### src/rtl/heartbeat_monitor.sv
// Liveness monitor for a remote square-wave heartbeat: measures edge-to-edge intervals and tracks lock.
// Optional glitch filter on the synchronized input: define HEARTBEAT_MON_GLITCH_FILTER_EN.
module heartbeat_monitor #(
  parameter logic [31:0] HALF_PERIOD   = 32'd10000001,
  parameter logic [31:0] TOL_CYCLES    = 32'd100000,
  parameter logic [3:0]  LOCK_COUNT    = 4'd2,
  parameter logic [7:0]  FILTER_CYCLES = 8'd4
) (
  input  logic        clk_in,
  input  logic        reset_in,
  input  logic        pulse_in,
  output logic        edge_out,
  output logic        alive_out,
  output logic        lost_out,
  output logic [31:0] period_out,
  output logic [15:0] fault_count_out,
  output logic [1:0]  state_out
);

  localparam logic [31:0] MIN_INT     = HALF_PERIOD - TOL_CYCLES;
  localparam logic [31:0] MAX_INT     = HALF_PERIOD + TOL_CYCLES;
  localparam logic [31:0] TIMEOUT_INT = MAX_INT + 32'd1;

  typedef enum logic [1:0] {
    ST_ACQUIRE = 2'b00,
    ST_LOCKED  = 2'b01,
    ST_LOST    = 2'b10
  } state_t;

  logic        sync1_q, sync2_q, level_q, accepted, edge_det;
  logic [31:0] cnt_q;
  logic [3:0]  good_cnt_q, good_cnt_d;
  logic        timing_q, timing_d;
  state_t      state_q, state_d;
  logic        measured, good_int, bad_int, timeout;
  logic        alive_q, lost_q;
  logic [31:0] period_q;
  logic [15:0] fault_cnt_q;

`ifdef HEARTBEAT_MON_GLITCH_FILTER_EN
  logic       filt_level_q;
  logic [7:0] filt_cnt_q;

  // A new level must persist FILTER_CYCLES cycles; any return to the accepted level restarts.
  always_ff @(posedge clk_in) begin
    if (reset_in) begin
      filt_level_q <= 1'b0;
      filt_cnt_q   <= 8'd0;
    end else if (sync2_q == filt_level_q) begin
      filt_cnt_q <= 8'd0;
    end else if (filt_cnt_q + 8'd1 == FILTER_CYCLES) begin
      filt_level_q <= sync2_q;
      filt_cnt_q   <= 8'd0;
    end else begin
      filt_cnt_q <= filt_cnt_q + 8'd1;
    end
  end

  assign accepted = filt_level_q;
`else
  logic unused_filter;
  assign unused_filter = ^FILTER_CYCLES;
  assign accepted      = sync2_q;
`endif

  assign edge_det = accepted ^ level_q;

  always_ff @(posedge clk_in) begin
    if (reset_in) begin
      sync1_q  <= 1'b0;
      sync2_q  <= 1'b0;
      level_q  <= 1'b0;
      edge_out <= 1'b0;
      cnt_q    <= 32'd0;
    end else begin
      sync1_q  <= pulse_in;
      sync2_q  <= sync1_q;
      level_q  <= accepted;
      edge_out <= edge_det;
      if (edge_det)
        cnt_q <= 32'd1;
      else if (cnt_q != 32'hFFFF_FFFF)
        cnt_q <= cnt_q + 32'd1;
    end
  end

  // cnt_q still holds the pre-load value on the edge cycle, so it is the interval itself.
  assign measured = edge_det & timing_q;
  assign good_int = measured && (cnt_q >= MIN_INT) && (cnt_q <= MAX_INT);
  assign bad_int  = measured && !good_int;
  assign timeout  = timing_q && !edge_det && (cnt_q == TIMEOUT_INT);

  always_comb begin
    state_d    = state_q;
    good_cnt_d = good_cnt_q;
    timing_d   = timing_q;
    case (state_q)
      ST_ACQUIRE: begin
        if (edge_det && !timing_q) begin
          timing_d = 1'b1;
        end else if (bad_int) begin
          good_cnt_d = 4'd0;
        end else if (timeout) begin
          good_cnt_d = 4'd0;
          timing_d   = 1'b0;
        end else if (good_cnt_q == LOCK_COUNT) begin
          state_d    = ST_LOCKED;
          good_cnt_d = 4'd0;
        end else if (good_int) begin
          good_cnt_d = good_cnt_q + 4'd1;
        end
      end
      ST_LOCKED: begin
        if (bad_int || timeout) begin
          state_d  = ST_LOST;
          timing_d = 1'b0;
        end
      end
      ST_LOST: begin
        if (edge_det) begin
          state_d    = ST_ACQUIRE;
          timing_d   = 1'b1;
          good_cnt_d = 4'd0;
        end
      end
      default: begin
        state_d    = ST_ACQUIRE;
        good_cnt_d = 4'd0;
        timing_d   = 1'b0;
      end
    endcase
  end

  always_ff @(posedge clk_in) begin
    if (reset_in) begin
      state_q     <= ST_ACQUIRE;
      good_cnt_q  <= 4'd0;
      timing_q    <= 1'b0;
      alive_q     <= 1'b0;
      lost_q      <= 1'b0;
      period_q    <= 32'd0;
      fault_cnt_q <= 16'd0;
    end else begin
      state_q    <= state_d;
      good_cnt_q <= good_cnt_d;
      timing_q   <= timing_d;
      alive_q    <= (state_d == ST_LOCKED);
      lost_q     <= (state_q == ST_LOCKED) && (state_d == ST_LOST);
      if (measured)
        period_q <= cnt_q;
      if ((state_q == ST_LOCKED) && (state_d == ST_LOST) && (fault_cnt_q != 16'hFFFF))
        fault_cnt_q <= fault_cnt_q + 16'd1;
    end
  end

  assign alive_out       = alive_q;
  assign lost_out        = lost_q;
  assign period_out      = period_q;
  assign fault_count_out = fault_cnt_q;
  assign state_out       = state_q;

endmodule

### config.mk
export PLATFORM = sky130hd
export DESIGN_NAME = heartbeat_monitor
export DESIGN_NICKNAME = d
export VERILOG_FILES = /design/src/rtl/heartbeat_monitor.sv
export SDC_FILE = /design/constraint.sdc
export NUM_CORES = 1
export LEC_CHECK = 0
export CAP_MARGIN = 20
export CORE_AREA = 2 2 97 99
export DETAILED_ROUTE_END_ITERATION = 10
export DIE_AREA = 0 0 99 101
export PLACE_DENSITY = 0.75
export SLEW_MARGIN = 20
export SYNTH_ARGS = -nofsm -noshare
export SYNTH_HDL_FRONTEND = slang
export SYNTH_SLANG_ARGS = --single-unit
### constraint.sdc
create_clock -name clk_in -period 2.3 [get_ports clk_in]
set_input_delay 0.69 -clock clk_in [delete_from_list [all_inputs] [get_ports clk_in]]
set_output_delay 0.69 -clock clk_in [all_outputs]
set_load 0.01 [all_outputs]
==> flow_summary.ini <==
[timing]
worst_slack_ps = -123
tightest_slew_ps = 378
clock_skew_ps = 12.4
fin_crit_ps = 2420
fmax_mhz = 413
finalSetupViolCount = 18
holdWs_ps = 456
fin_crit_sh_pct = 105
grt_setup_unrepaired = true
hold_viol_final = 0
max-slew-margin-rel_pct = 74.8
final-max-slew-violation-count = 0

[drt]
routed_wl_mm = 10.6
drt_iter0_markers = 214
drcViolationCount = 0
num_vias = 4030
ant_nets = 0
drt_pass1_iterations = 4
via_per_inst = 5.42
wl_per_cell_um = 14.2

[clock_network]
cts.htree.levels = 3
cts_tree = built
clk_pin_slew_ps = 90
clk_latency_ps = 360
cts_sinks = 93
cts_buffer_depth = 2
holdBufCountCts = 0
cts_root_buf = clkbuf_8
cts_made_buffers = 9

[logic_synthesis]
syn_nets = 538
syn_avg_cell_area_um2 = 8.25
post_synth_and_or_nand_nor_area_fraction_pct = 32.5
ys_warn_count = 0
yosysTopAreaCell = dfxtp_1
synth_top_family_by_area = simple AND/OR/NAND/NOR gates
synthAdderAreaFrac_pct = 2.01
netlist_instances = 528
synthFlopType = dfxtp_1
synth_top_area_share_pct = 42.7
syn-cell-area_um2 = 4360
synth_cell_types = 62
synth_enable_flop_cells = 0
synth-compound-area-share_pct = 10.3
synth-async-reset-ratio_pct = 0
synth_mux_area_share_pct = 2.38
yosysSeqAreaShare_pct = 42.7
synth_seq_cells = 93
synth_area_leaders = dfxtp_1 (43%), nand2_1 (7.6%), a21oi_1 (5.3%), nor2_1 (4.8%), xnor2_1 (3.2%)
synth-xor-area-share_pct = 5.63

[global_routing]
grt_pass1_vias = 3882
grtUsageTotal_pct = 21.3
overflow = 0
antenna_found_initial = 0
grt_max_degree = 72
grt_pass1_wl_mm = 17.5

[floorplan]
die_h_um = 101
row_count = 35
core-area_um2 = 8980
io_pins = 56
die_x_um = 99
start_util_pct = 48.5
die_area_um2 = 10000

[layout]
diodes = 0
layout_common_cells = nand2_1 (86), dfxtp_1 (84), buf_4 (63), nor2_1 (55), clkdlybuf4s50_1 (54)
syn2layout_area_growth_pct = 34.5
final_layout_size_suffix_gt1_share_pct = 22.3
nets = 638
final_common_cell = nand2_1

[setup_path]
worstSetupPathType = flop to flop
startpoint_type = flop
critPathCaptureType = flop
required_ps = 2590
ff2ff_setup_slack_ps = -120
crit_fanout = 22
worstPathArrival_ps = 2710

[power]
leakage_nw = 2.13
worst_ir_drop_vdd_mv = 0.351
p_total_mw = 3.14
power.density_nw_per_um2 = 536

[place]
dp_slack_ps = -161
io_buffer_count = 55
dpl.hpwl_mm = 7.34
gp_congestion = 0.911

[hold_path]
hold_class = flop to flop

[outcome]
violations = negative setup slack
outcome = complete, but fails checks

[job]
max_cap_violations = 0
-- per-stage QoR --
stage / instance area (µm²) / cells / util, % / setup TNS [ps]
after floorplan: 4410 / 528 / - / -16.1
after global placement: 5460 / 728 / 60.8 / -424
after detailed placement: 5460 / 728 / 60.8 / -1290
after CTS: 5740 / 744 / 63.9 / -1010
after global routing: 5860 / 744 / 65.3 / -2970
final: 5860 / 744 / 65.3 / -1080
-- state kept, by name, summed over array words and instances (netlist names) --
| register | cells |
|---|---|
| accepted | 1 |
| alive_out | 1 |
| cnt_q | 32 |
| edge_out | 1 |
| fault_count_out | 16 |
| good_cnt_q | 4 |
| level_q | 1 |
| lost_out | 1 |
| period_out | 32 |
| state_out | 2 |
| sync1_q | 1 |
| timing_q | 1 |
-- metal layers --
metal	vias up	routed length (µm)	global-route usage (%)
met5	-	0	0
met4	0	133	8.11
met3	13	344	3.40
met2	80	5370	37.5
met1	1905	4700	26.1
li1	2032	-	-
-- where the power goes --
group / leakage, nW / total, mW / internal, mW / switching (mW)
logic: 1.27 / 0.255 / 0.0982 / 0.157
clock network: 0.110 / 1.22 / 0.673 / 0.551
registers: 0.755 / 1.66 / 1.63 / 0.0275
total: 2.13 / 3.14 / 2.41 / 0.735
-- Yosys cell counts (all sizes together) (3+ instances only) --
library cell	instances
nor3b	4
or4b	3
or3	5
inv	9
nor4	10
nor2	56
nor3	18
xor2	12
nand2	88
and4	5
ha	7
xnor2	16
nand4	10
and3	9
nand2b	8
nand3b	4
dfxtp	93
buf	12
clkbuf	21
o31ai	6
nand3	26
o21ai	7
nor2b	12
or4	7
mux2	7
a21oi	46
-- final timing paths --
kind,start,endpoint,cells past startpoint
max,cnt_q[31],fault_count_out[10],8
min,period_out[22],period_out[22],2
max reg2reg,cnt_q[31],fault_count_out[10],8
min reg2reg,period_out[22],period_out[22],2
-- final cells by class --
| class | count | area (µm²) |
|---|---|---|
| inverter | 9 | 33.8 |
| fill | 733 | 3120 |
| sequential | 93 | 1870 |
| timing repair buffer | 122 | 1090 |
| clock inverter | 3 | 67.6 |
| tap | 111 | 139 |
| multi-input combinational | 393 | 2500 |
| clock buffer | 13 | 159 |
-- logic make-up (layout without fill, tap and decap cells) --
kind of cell    count (synthesis)  count (layout)
flops                          93              93
buf+inv                        42             147
mux                             8               8
xor+xnor                       28              28
compound gates                 75              75
simple gates                  275             275
fa+ha+maj                       7               7
-- worst max-delay path: stages (launching register included) --
cell,delay (ps)
dfxtp_2,350
nor4_4,310
and4_4,290
o311a_1,170
o211a_1,150
and3b_2,230
buf_12,160
or4_1,520
a21oi_1,180
-- what timing repair did --
| action | 4_1_cts | 5_1_grt |
|---|---|---|
| pin swaps | 4 | 4 |
| setup endpoints to repair | 19 | 32 |
| gates cloned | 0 | 0 |
| resized for setup | 11 | 31 |
| buffers inserted | 0 | 0 |
Power figures use the tool's default switching activity.
